### src/rtl/edge_detect_dly.sv
// Purpose : single-bit edge detector whose one-cycle detect pulse is carried down a fixed delay line.
// Latency : pulse leaves NUM_DLY cycles after the edge that registers the new level into a_q.
// Backpr. : none; free-running stream, every qualifying transition yields exactly one pulse.
//
// Ports:
//   clk            clock, all state updates on the rising edge
//   rst            asynchronous, active-high reset; clears input history and delay line
//   a_i            level input, already synchronous to clk (no synchroniser here)
//   edge_detect_o  delayed single-cycle edge pulse, driven straight from the last delay flop
//
// Parameters:
//   NUM_DLY    delay-line depth in cycles, 1..256
//   EDGE_TYPE  0 = rising, 1 = falling, 2 = both; any other value behaves as rising

module edge_detect_dly #(
  parameter int NUM_DLY   = 13,
  parameter int EDGE_TYPE = 0
) (
  input  logic clk,
  input  logic rst,
  input  logic a_i,
  output logic edge_detect_o
);

  // Out-of-range depths are rejected at elaboration rather than silently clipped.
  generate
    if (NUM_DLY < 1 || NUM_DLY > 256) begin : g_bad_num_dly
      $error("edge_detect_dly: NUM_DLY=%0d outside 1..256", NUM_DLY);
    end
  endgenerate

  localparam int EDGE_RISE = 0;
  localparam int EDGE_FALL = 1;
  localparam int EDGE_BOTH = 2;

  logic               a_q;
  logic               a_q2;
  logic               raw;
  logic [NUM_DLY-1:0] dly;

  // Two-deep input history. Reset leaves both low, so a level that is already
  // high when reset releases is seen as a fresh rising transition.
  always_ff @(posedge clk or posedge rst) begin
    if (rst) begin
      a_q  <= 1'b0;
      a_q2 <= 1'b0;
    end else begin
      a_q  <= a_i;
      a_q2 <= a_q;
    end
  end

  // Raw detect is purely combinational from the history; it is registered
  // immediately by the first delay stage.
  always_comb begin
    raw = 1'b0;
    case (EDGE_TYPE)
      EDGE_FALL: raw = ~a_q & a_q2;
      EDGE_BOTH: raw = a_q ^ a_q2;
      default:   raw = a_q & ~a_q2;   // EDGE_RISE and any unsupported selector
    endcase
  end

  // Pure shift register: several pulses may be in flight at once and keep
  // their exact spacing. Reset discards everything in flight.
  always_ff @(posedge clk or posedge rst) begin
    if (rst) begin
      dly <= '0;
    end else begin
      dly[0] <= raw;
      for (int i = 1; i < NUM_DLY; i++) begin
        dly[i] <= dly[i-1];
      end
    end
  end

  assign edge_detect_o = dly[NUM_DLY-1];

  // Single-edge modes can never produce back-to-back pulses: a second
  // qualifying edge needs the level to go away and come back first.
  generate
    if (EDGE_TYPE != EDGE_BOTH) begin : g_single_edge_chk
      a_no_back_to_back : assert property (
        @(posedge clk) disable iff (rst) edge_detect_o |=> !edge_detect_o
      );
    end
  endgenerate

  // The selector constants above document the encoding; reference the rise
  // code so every localparam is used.
  generate
    if (EDGE_RISE != 0) begin : g_enc_chk
      $error("edge_detect_dly: rising-edge encoding must be 0");
    end
  endgenerate

endmodule

### config.mk
export PLATFORM = sky130hd
export DESIGN_NAME = edge_detect_dly
export DESIGN_NICKNAME = d
export VERILOG_FILES = /design/src/rtl/edge_detect_dly.sv
export SDC_FILE = /design/constraint.sdc
export NUM_CORES = 1
export LEC_CHECK = 0
export BUFFER_PORTS_ARGS = -buffer_cell sky130_fd_sc_hd__buf_2
export CAP_MARGIN = 20
export CORE_AREA = 2 2 39 41
export DETAILED_ROUTE_END_ITERATION = 16
export DIE_AREA = 0 0 41 43
export PLACE_DENSITY_LB_ADDON = 0.08
export SETUP_SLACK_MARGIN = 0.4
export SLEW_MARGIN = 20
export SYNTH_ARGS = -nofsm -noshare
export SYNTH_HDL_FRONTEND = slang
export SYNTH_SLANG_ARGS = --single-unit
### constraint.sdc
create_clock -name clk -period 1.1 [get_ports clk]
set_input_delay 0.055 -clock clk [delete_from_list [all_inputs] [get_ports clk]]
set_output_delay 0.055 -clock clk [all_outputs]
set_load 0.1 [all_outputs]
==> impl_summary.md <==
Worst setup path
For this design, the slowest cell found on the critical path is sky130_fd_sc_hd__dfrtp_4. The worst setup path is of the flip-flop to primary output kind. The worst register-to-register path has a depth of 1. The endpoint kind of the worst setup timing path is a primary output. For the worst setup path, the data required time is 1040 ps. The signal arrival time at the worst endpoint is just over 900 ps. In this design, the stage delay of the slowest critical-path cell is 480 ps. Traced cell by cell, the critical path runs through buf_12. Counting both buffers and inverters, the worst setup path holds a total of 1. The worst setup path is launched from a flip-flop.

The worst register-to-register path begins at a_q. The highest fanout seen on the critical path is 1. The terminus of the critical flop-to-flop path is dly[0]. Across all register-to-register paths, the minimum setup slack is 500 ps. The kind of cell with the highest combined delay along the critical path is flip-flops.

Cells and area
Compared with the post-synthesis result, the final layout area differs by 22.9%. Registers take ~380 um2. The multi-input combinational cells in the finished layout cover a total of 13.8 um2. Once layout is complete, the utilization of the core stands at 0.349. The filler cells instantiated in the layout total 135.

The layout net count is 29. The proportion of layout cells with a drive suffix above 1 is 0.320. The number of antenna diodes is 0.

Timing
The share of the clock period used by the worst path after layout is 0.892. The summed negative setup slack over all endpoints is 0 ps. Clock skew on the completed layout was measured at 4.94 ps.

The maximum frequency from static timing analysis is approximately 1000 MHz. After layout, the worst setup slack is 118 ps. Subtracting the final worst setup slack from the clock period gives 982 ps.

The worst pin sits at a relative slew slack of 0.654. Setup violations remaining at the end of the flow were counted as 0. The final number of max-transition violations is 0. Setup repair after global routing could not meet its margin everywhere. At the pin with the least slew margin, the transition time is 519 ps. Hold timing on the final database bottoms out at a slack of -200 ps. The count of final hold-check violations came to 15.

Floorplan
Pin placement for this block handled 4 I/O pins. The height of the die is between 40 and 50 um. Row generation in the floorplan step produced 14 rows. The area of the die is 1760 um2. In this run the horizontal extent of the chip is 41 um. The placeable core region is ~1400 um2. The starting utilization of the core area is 0.284.

Run
The reported max-cap violation count is 0.

Global routing
The pin count of the biggest net entering global routing is 16. The number of global-route vias before repair is just under 200. The global-route wire length before repair is ~860 um.

For this run the aggregate overflow at the end of global routing stands at 0. The number of antenna violations at the first check in global routing was 0. In the global route stage, overall resource usage came out at 0.0880.

Synthesis
The number of nets in the synthesized netlist is 20. After synthesis the cells add up to about 390 um2. For this run, the register share of the synthesized area comes to 0.955. Synthesis produced a netlist whose cell count is 17. Of all cell types, the one taking the most synthesized area is sky130_fd_sc_hd__dfrtp_1. Synthesis inferred 15 register bits. After synthesis, the netlist uses 3 different library cells. After synthesis, the mean cell area works out to 23.1 um2. For this run, the number of Yosys warnings is 0. The fraction of synthesized cell area taken by the top area cell type is 0.955. Ranked by total cell area, the synthesized netlist is headed by sky130_fd_sc_hd__dfrtp_1, sky130_fd_sc_hd__nor2b_4, sky130_fd_sc_hd__inv_1.

CTS
The number of gates resized after CTS was 0. The total number of clock tree sinks is 15. The root cell of the clock tree is sky130_fd_sc_hd__clkbuf_4. The clock reaches the later pin of the worst-skew pair after 270 ps. The clock tree from TritonCTS is built. In this run the number of H-tree levels came out at 1.

After clock tree synthesis, the clock-pin slew on the worst setup and hold paths is about 80 ps. The number of buffers on the longest clock path is 2. The number of clock buffers added by TritonCTS is 3.

The buffers inserted during post-CTS setup optimization is 0. Buffers inserted to repair hold after CTS numbered 1.

Routing
In this run, the number of DRC markers left after iteration 0 of detailed routing was 0. The per-cell routed wire length is 10.3 um. The count of nets left with antenna violations after detail routing is 0. Dividing the detail-routed via count by the number of cells gives 3.76. The post-detailed-route DRC marker count is 0. The routed wire length is 422 um. The via total after detailed routing is 154. For this run, the detailed router's first-pass iteration total came to 1.

Placed design
The port buffer count is 3. The placed wire-length estimate is 261 um. The congestion estimate from routability-driven global placement came to 0.622. OpenSTA, run right after detailed placement, puts the worst setup slack at around 420 ps.

Power
The completed layout was analyzed and its total power is approximately 920 uW. In this run the static leakage power is 0.000238 uW. The power density over cell area is 1900 nW/um2. The peak supply drop is 935 uV.

Run status
The final reports fail on negative hold slack. The flow ran to the end, but the final reports show violations.

Min path
In this run the worst hold path is classified as input port to asynchronous set/reset pin.
placed cells by master, fill, tap and decap left out:
master / instances
sky130_fd_sc_hd__buf_12: 1
sky130_fd_sc_hd__nor2b_4: 1
sky130_fd_sc_hd__buf_2: 2
sky130_fd_sc_hd__dlygate4sd3_1: 1
sky130_fd_sc_hd__dfrtp_4: 1
sky130_fd_sc_hd__dfrtp_1: 14
sky130_fd_sc_hd__clkbuf_4: 3
sky130_fd_sc_hd__clkbuf_1: 1
sky130_fd_sc_hd__inv_1: 1
state kept, by name, summed over array words and instances (netlist names):
name,flops
dly,13
a_q,1
a_q2,1
through the flow:
step / cells / cell area [um2]
CTS: 41 / 483
detailed placement: 36 / 447
finish: 41 / 483
floorplan: 17 / 397
global placement: 36 / 447
global route: 41 / 483
routing by layer:
metal / vias up / wire [um] / track usage
met5: - / 0 / 0
met4: 0 / 8 / 0.0600
met3: 2 / 47 / 0.0942
met2: 6 / 185 / 0.0969
met1: 81 / 180 / 0.0961
li1: 65 / - / -
repair_timing:
action,in CTS,in global routing
pin swaps,0,0
endpoints found under the setup margin,1,1
endpoints found under the hold margin,16,15
worst max path at each step:
stage / cells past startpoint / startpoint / to / slack (ps)
after CTS: 1 / dly[12] / edge_detect_o / 100
final: 1 / dly[12] / edge_detect_o / 120
after floorplan: 0 / dly[12] / edge_detect_o / 450
after detailed placement: 1 / dly[12] / edge_detect_o / 420
after global placement: 1 / dly[12] / edge_detect_o / 420
after global routing: 1 / dly[12] / edge_detect_o / 80
cell type report:
| cell class | count | area share |
|---|---|---|
| Inverter | 1 | 0.00777 |
| Clock buffer | 4 | 0.0544 |
| Sequential cell | 15 | 0.785 |
| Tap cell | 16 | 0.0415 |
| Multi-Input combinational cell | 1 | 0.0285 |
| Timing Repair Buffer | 4 | 0.0829 |
report_power, final:
group          leakage [uW]  internal, uW  switching, uW
registers          0.000189           580           10.6
clock network     0.0000150           140            147
logic             0.0000334          15.0           25.6
kinds of logic after synthesis:
family | synth area share
buf+inv | 0.00954
flops | 0.955
simple gates | 0.0350
Yosys cell counts:
master	number
sky130_fd_sc_hd__dfrtp_1	15
sky130_fd_sc_hd__inv_1	1
sky130_fd_sc_hd__nor2b_4	1
(Power assumes the default switching activity.)
